## src/rtl/writeback_queue_if.sv

```systemverilog
// Producer/bank-side bundle of the writeback queue: load and ALU result
// handshakes plus the registered register-bank write port.
interface writeback_queue_if #(
    parameter int unsigned Index_size = 4,
    parameter int unsigned width      = 32
);
    logic                  mem_valid;
    logic [Index_size-1:0] mem_rd;
    logic [width-1:0]      mem_data;
    logic                  mem_ready;
    logic                  alu_valid;
    logic [Index_size-1:0] alu_rd;
    logic [width-1:0]      alu_data;
    logic                  alu_ready;
    logic                  WE;
    logic [Index_size-1:0] Rd;
    logic [width-1:0]      WD;

    modport slave (
        input  mem_valid, mem_rd, mem_data,
        output mem_ready,
        input  alu_valid, alu_rd, alu_data,
        output alu_ready,
        output WE, Rd, WD
    );

    modport master (
        output mem_valid, mem_rd, mem_data,
        input  mem_ready,
        output alu_valid, alu_rd, alu_data,
        input  alu_ready,
        input  WE, Rd, WD
    );
endinterface

```

## src/rtl/writeback_queue.sv

```systemverilog
// In-order write queue in front of the register bank: accepts up to two
// results per cycle, retires one per cycle, and flags in-flight destinations.
module writeback_queue #(
    parameter int unsigned Index_size = 4,
    parameter int unsigned width      = 32,
    parameter int unsigned DEPTH      = 4
) (
    input  logic                    clk,
    input  logic                    rst_n,
    writeback_queue_if.slave        wb,
    input  logic [Index_size-1:0]   Ra,
    input  logic [Index_size-1:0]   Rb,
    output logic                    pend_a,
    output logic                    pend_b,
    output logic [$clog2(DEPTH):0]  count,
    output logic                    full,
    output logic                    empty
);
    localparam int unsigned PW = $clog2(DEPTH);
    localparam int unsigned CW = PW + 1;

    typedef struct packed {
        logic [Index_size-1:0] rd;
        logic [width-1:0]      data;
    } entry_t;

    entry_t                entries_q [DEPTH];
    logic [PW-1:0]         head_q, head_d, tail_q, tail_d, alu_slot_c;
    logic [CW-1:0]         count_q, count_d, free_c;
    logic                  we_q, we_d;
    logic [Index_size-1:0] rd_q, rd_d;
    logic [width-1:0]      wd_q, wd_d;
    logic                  mem_ready_c, alu_ready_c, mem_push_c, alu_push_c, pop_c;
    logic [1:0]            pushes_c;
    logic [PW-1:0]         off_c [DEPTH];
    logic                  hit_a_c, hit_b_c;

    // Credit comes only from the registered count; a same-cycle pop does not free a slot.
    always_comb begin
        free_c      = CW'(DEPTH) - count_q;
        mem_ready_c = (free_c >= CW'(1));
        alu_ready_c = (free_c >= CW'(2)) || ((free_c >= CW'(1)) && !wb.mem_valid);
        mem_push_c  = wb.mem_valid && mem_ready_c && (wb.mem_rd != '0);
        alu_push_c  = wb.alu_valid && alu_ready_c && (wb.alu_rd != '0);
        pop_c       = (count_q != '0);
        pushes_c    = 2'(mem_push_c) + 2'(alu_push_c);
        alu_slot_c  = tail_q + PW'(mem_push_c);
        tail_d      = tail_q + PW'(pushes_c);
        head_d      = head_q + PW'(pop_c);
        count_d     = count_q + CW'(pushes_c) - CW'(pop_c);
    end

    // Bank write port: retire the head entry, otherwise drop WE and hold Rd/WD.
    always_comb begin
        we_d = pop_c;
        rd_d = rd_q;
        wd_d = wd_q;
        if (pop_c) begin
            rd_d = entries_q[head_q].rd;
            wd_d = entries_q[head_q].data;
        end
    end

    // Load entry takes the tail slot first so it retires ahead of the ALU entry.
    always_ff @(posedge clk) begin
        if (mem_push_c) entries_q[tail_q]     <= '{rd: wb.mem_rd, data: wb.mem_data};
        if (alu_push_c) entries_q[alu_slot_c] <= '{rd: wb.alu_rd, data: wb.alu_data};
    end

    always_ff @(posedge clk or negedge rst_n) begin
        if (!rst_n) begin
            head_q  <= '0;
            tail_q  <= '0;
            count_q <= '0;
            we_q    <= 1'b0;
            rd_q    <= '0;
            wd_q    <= '0;
        end else begin
            head_q  <= head_d;
            tail_q  <= tail_d;
            count_q <= count_d;
            we_q    <= we_d;
            rd_q    <= rd_d;
            wd_q    <= wd_d;
        end
    end

    // Slot i holds a live entry when its distance from head is below count.
    always_comb begin
        hit_a_c = 1'b0;
        hit_b_c = 1'b0;
        for (int unsigned i = 0; i < DEPTH; i++) begin
            off_c[i] = PW'(i) - head_q;
            if ({1'b0, off_c[i]} < count_q) begin
                if (entries_q[PW'(i)].rd == Ra) hit_a_c = 1'b1;
                if (entries_q[PW'(i)].rd == Rb) hit_b_c = 1'b1;
            end
        end
    end

    assign pend_a = (Ra != '0) && (hit_a_c || (we_q && (rd_q == Ra)));
    assign pend_b = (Rb != '0) && (hit_b_c || (we_q && (rd_q == Rb)));

    assign wb.mem_ready = mem_ready_c;
    assign wb.alu_ready = alu_ready_c;
    assign wb.WE        = we_q;
    assign wb.Rd        = rd_q;
    assign wb.WD        = wd_q;
    assign count        = count_q;
    assign full         = (count_q == CW'(DEPTH));
    assign empty        = (count_q == '0);
endmodule

```

## src/flat_wrapper.sv

```systemverilog
// flat-port wrapper written by rule: the top's interface ports become plain ports
module writeback_queue_flat 
#(
    parameter int unsigned Index_size = 4,
    parameter int unsigned width      = 32,
    parameter int unsigned DEPTH      = 4
)
  (clk, rst_n, Ra, Rb, pend_a, pend_b, count, full, empty, wb_mem_valid, wb_mem_rd, wb_mem_data, wb_mem_ready, wb_alu_valid, wb_alu_rd, wb_alu_data, wb_alu_ready, wb_WE, wb_Rd, wb_WD);
  writeback_queue_if #(.Index_size(Index_size), .width(width)) wb_i ();
  input  logic clk;
  input  logic rst_n;
  input  logic [Index_size-1:0] Ra;
  input  logic [Index_size-1:0] Rb;
  output logic pend_a;
  output logic pend_b;
  output logic [$clog2(DEPTH):0] count;
  output logic full;
  output logic empty;
  input wire logic [$bits(wb_i.mem_valid)-1:0] wb_mem_valid;
  input wire logic [$bits(wb_i.mem_rd)-1:0] wb_mem_rd;
  input wire logic [$bits(wb_i.mem_data)-1:0] wb_mem_data;
  output wire logic [$bits(wb_i.mem_ready)-1:0] wb_mem_ready;
  input wire logic [$bits(wb_i.alu_valid)-1:0] wb_alu_valid;
  input wire logic [$bits(wb_i.alu_rd)-1:0] wb_alu_rd;
  input wire logic [$bits(wb_i.alu_data)-1:0] wb_alu_data;
  output wire logic [$bits(wb_i.alu_ready)-1:0] wb_alu_ready;
  output wire logic [$bits(wb_i.WE)-1:0] wb_WE;
  output wire logic [$bits(wb_i.Rd)-1:0] wb_Rd;
  output wire logic [$bits(wb_i.WD)-1:0] wb_WD;
  assign wb_i.mem_valid = wb_mem_valid;
  assign wb_i.mem_rd = wb_mem_rd;
  assign wb_i.mem_data = wb_mem_data;
  assign wb_mem_ready = wb_i.mem_ready;
  assign wb_i.alu_valid = wb_alu_valid;
  assign wb_i.alu_rd = wb_alu_rd;
  assign wb_i.alu_data = wb_alu_data;
  assign wb_alu_ready = wb_i.alu_ready;
  assign wb_WE = wb_i.WE;
  assign wb_Rd = wb_i.Rd;
  assign wb_WD = wb_i.WD;
  writeback_queue #(.Index_size(Index_size), .width(width), .DEPTH(DEPTH)) u_core (.clk(clk), .rst_n(rst_n), .wb(wb_i), .Ra(Ra), .Rb(Rb), .pend_a(pend_a), .pend_b(pend_b), .count(count), .full(full), .empty(empty));
endmodule
```

## config.mk

```make
export PLATFORM = sky130hd
export DESIGN_NAME = writeback_queue_flat
export DESIGN_NICKNAME = d
export VERILOG_FILES = /design/src/rtl/writeback_queue_if.sv /design/src/rtl/writeback_queue.sv /design/src/flat_wrapper.sv
export SDC_FILE = /design/constraint.sdc
export NUM_CORES = 1
export LEC_CHECK = 0
export CAP_MARGIN = 20
export CORE_MARGIN = 1.5
export CORE_UTILIZATION = 58
export CTS_BUF_LIST = sky130_fd_sc_hd__clkbuf_8
export DETAILED_ROUTE_END_ITERATION = 8
export PLACE_DENSITY = 0.83
export REMOVE_ABC_BUFFERS = 1
export SLEW_MARGIN = 20
export SYNTH_ARGS = -nofsm -noshare
export SYNTH_HDL_FRONTEND = slang
export SYNTH_SLANG_ARGS = --single-unit
```

## constraint.sdc

```tcl
create_clock -name clk -period 4.05 [get_ports clk]
set_input_delay 1.215 -clock clk [delete_from_list [all_inputs] [get_ports clk]]
set_output_delay 1.215 -clock clk [all_outputs]
set_load 0.005 [all_outputs]
```

==> results of run 1 <==
[layer usage]
metal / GRT usage / up-vias / share of wire
li1: - / 2649 / -
met1: 0.320 / 2993 / 0.40
met2: 0.442 / 189 / 0.53
met3: 0.0450 / 39 / 0.050
met4: 0.0998 / 0 / 0.021
met5: 0 / - / 0
[power by group through the flow]
stage	Clock, mW	Combinational (mW)	Sequential [mW]
2_1_floorplan	0	2.82	3.74
3_3_place_gp	0	4.73	3.66
3_5_place_dp	0	4.85	3.71
4_1_cts	1.29	4.88	3.67
5_1_grt	1.35	5.17	3.75
6_report	1.28	4.82	3.67
[worst max path at each step]
stage	startpoint	endpoint	slack (ps)	depth (start not counted)
5_1_grt	Rb[3]	pend_b	90	7
4_1_cts	Rb[3]	pend_b	-20	7
2_1_floorplan	wb_mem_rd[0]	u_core.entries_q[2][0]	-1950	6
3_5_place_dp	Rb[3]	pend_b	-280	7
6_report	Rb[3]	pend_b	190	7
3_3_place_gp	Rb[3]	pend_b	-280	7
[sequential cells by signal, indices dropped and copies added, names as in the netlist]
register and count:
u_core.entries_q 144, u_core.wb.WD 32, u_core.wb.Rd 4, u_core.count 3
u_core.head_q 2, u_core.tail_q 2, u_core.wb.WE 1
[area by class of cell]
cell class / instances / area, sq um / share of cell area
inverters: 12 / 45.0 / 0.00371
clock inverters: 15 / 170 / 0.0140
flip-flops and latches: 188 / 5430 / 0.447
well taps: 220 / 275 / 0.0227
multi-input cells: 401 / 4260 / 0.351
repair buffers: 165 / 1720 / 0.142
clock buffers: 17 / 234 / 0.0193
[per-stage QoR]
| step | utilization | cells | TNS, ps | hold slack, ps | setup slack (ps) |
|---|---|---|---|---|---|
| finish | 0.726 | 1018 | 0 | 476 | 186 |
| global route | 0.726 | 1018 | 0 | 498 | 89.1 |
| CTS | 0.728 | 1018 | -15.8 | 481 | -15.8 |
| detailed placement | 0.704 | 986 | -4810 | 458 | -279 |
| global placement | 0.704 | 986 | -2700 | 452 | -281 |
| floorplan | - | 601 | -241380 | 465 | -1950 |
[what timing repair did]
| item | CTS | global route |
|---|---|---|
| gates cloned | 0 | 0 |
| hold endpoints to repair | 0 | 0 |
| endpoints found under the setup margin | 2 | 2 |
| resized for setup | 8 | 17 |
[layout by cell type (no fill, tap or decap), types with 6 or more instances in the layout]
cell type	Yosys	final
edfxtp_1	144	144
clkdlybuf4s50_1	0	120
mux2_4	116	116
nand2_1	113	113
dfrtp_1	44	42
mux4_2	36	36
xnor2_1	32	31
mux2_2	28	28
buf_4	0	20
clkbuf_8	0	17
buf_12	6	16
xor2_1	15	15
ha_1	16	15
inv_1	11	13
clkbuf_2	0	8
nand4_1	6	6
[cell families after synthesis]
logic type,after synthesis
DFF,188
and+or+nand+nor,141
xor gates and xnor gates,47
buffers and inverters,51
adders and majority gates,17
AOI/OAI and AO/OA,16
muxes,180
[worst reg2reg max path, stage by stage (launching register included)]
cell and delay [ps]:
dfrtp_1 480, inv_1 120, ha_1 250, ha_2 340
nand3b_1 110, and3_1 230, ha_1 220, xnor2_1 170
buf_4 160, nor3b_4 260, buf_12 260, mux2_2 370
==> flow_summary_export.csv, run 1 <==
group,metric,value,unit
die,die_width,134,um
synth,synth-compound-area-share,0.0111,
setup_path,path_class,"input pin to output pin",
cts,cts.repair_timing.setup_buffer_count,0,
setup_path,reg2reg_depth,11,
hold_path,hold-path-cell-count,2,
route,drt_iter0_markers,256,
global_route,grt_max_degree,39,
pwr,power_frac_comb,0.493,
route,routedWlPerCell,21.6,um
hold_path,hp-class,"flop to flop",
synth,synth_top_cells_by_count,"edfxtp_1, mux2_4, nand2_1",
synth,synthMostInstantiatedCell,"edfxtp_1",
synth,synth-seq-cells,188,
route,routed_wirelength,22000,um
route,drt-pass1-iter-count,4,
sta,maxSlewHeadroom,0.471,
sta,highest_attainable_clock_frequency,259,MHz
synth,synthTopCellsByArea,"edfxtp_1, mux2_4, dfrtp_1, mux4_2, nand2_1",
route,antenna_violating_nets_post_route,0,
die,design.die.area,0.0181,sq mm
final_layout,areaGrowthSynthToFinish,21.1,%
synth,seq_area_frac_synth,0.542,
setup_path,crit_fanout,6,
sta,report.final.slew_viol_count,0,
die,initial_core_util,0.599,
hold_path,min_delay_startpoint,"u_core.wb.WD[12]",
route,vias,5870,
die,die_h,134,um
synth,ys_dominant_reg_cell,"edfxtp_1",
global_route,antenna_found_initial,0,
global_route,track_usage,0.255,
final_layout,num-fill-cells,1079,
setup_path,timing.critical_path.arrival,2650,ps
synth,syn-mean-instance-area,15.6,sq um
setup_path,critical_path_buffer_and_inverter_count,2,
setup_path,worst_path_dominant_cell_family,"buffers and inverters",
cts,cts_buffers,17,
cts,cts.clk_slew.worst_paths,90,ps
sta,skew,14.6,ps
synth,synthesis.yosys.warnings,0,
setup_path,crit_slowest_cell,"clkdlybuf4s50_1",
setup_path,timing.critical_path.cells,"clkbuf_2, xor2_1, nor3_1, nand3_1, o21a_1, a31oi_1, clkdlybuf4s50_1",
setup_path,critPathRequiredTime,2830,ps
pwr,pwr-share-seq,0.376,
pwr,irDropWorstVdd,466,uV
setup_path,crit_path_end_kind,"output pin",
pwr,sw_frac_of_total,0.339,
cts,cts_htree_levels,4,
status,outcome,"finished, final reports clean",
pwr,net_switching_power_of_the_design,3.31,mW
pwr,leakagePower,4.70,nW
pwr,power.density_cell_area,805,mW/mm^2
synth,synth_top_area_cell,"edfxtp_1",
setup_path,worst_path_largest_cell_delay,520,ps
synth,yosys.area_share.simple,0.0606,
synth,yosys.area_share.xor_xnor,0.0411,
synth,yosys.area_share.adder,0.0220,
global_route,grt_pass1_wl,34100,um
sta,rsz_0062_raised_after_global_routing,"no",
setup_path,r2r_slack,820,ps
sta,timing.final.crit_period,3860,ps
pwr,power.total,9.76,mW
sta,finalSetupViolations,0,
sta,max_slew.worst_pin.slew,794,ps
synth,synthArstFlopShare,0.234,
run,max_cap_violations,0,
final_layout,antenna-diode-count,0,
route,vias_per_cell,5.77,
die,std_cell_rows,47,
cts,cts.sink_count,188,
cts,holdBufCountCts,0,
pwr,p_clk_frac,0.131,
final_layout,final_net_count,886,
setup_path,worstReg2RegStart,"u_core.count[0]",
synth,synthMuxAreaShare,0.286,
sta,min_period_over_period,0.954,
route,drc_violation_count_after_routing,0,
final_layout,final_layout_size_suffix_gt1_frac,0.336,
placed_design,placement.cell_area,0.0118,sq mm
hold_path,hold_path_endpoint,"u_core.wb.WD[12]",
placed_design,gp_congestion,0.870,
synth,syn_area,0.0100,sq mm
cts,ctsLongestPathBuffers,2,
synth,synth_top_family_by_area,"multiplexers",
setup_path,critical_path.startpoint_type,"input pin",
die,ios,130,
synth,synth-edff-count,144,
pwr,internal_power,6.46,mW
synth,synthDominantCellAreaShare,0.432,
global_route,via_count_of_the_first_global_routing_pass,6176,
global_route,grt_remaining_overflow,0,
cts,clk_latency,470,ps
synth,number_of_cells_produced_by_synthesis,640,
cts,cts_root_buffer,"clkbuf_8",
sta,report.final.hold_viol_count,0,
setup_path,rr_endpoint,"u_core.entries_q[2][0]",
die,floorplan.core_area,0.0167,sq mm
synth,count_of_cell_types_in_the_netlist,38,
placed_design,dp_hpwl,14700,um
cts,tritoncts_clock_tree,"done",
placed_design,io_buffers,129,
final_layout,design_area,0.0121,sq mm
Power figures use the tool's default switching activity.
==> run 2: changes to the inputs <==
--- a/config.mk
+++ b/config.mk
@@ -16,3 +16,4 @@
 export SYNTH_ARGS = -nofsm -noshare
 export SYNTH_HDL_FRONTEND = slang
 export SYNTH_SLANG_ARGS = --single-unit
+export TNS_END_PERCENT = 20
==> results of run 2 <==
The final DEF is identical to that of run 1; final timing and power are the same.
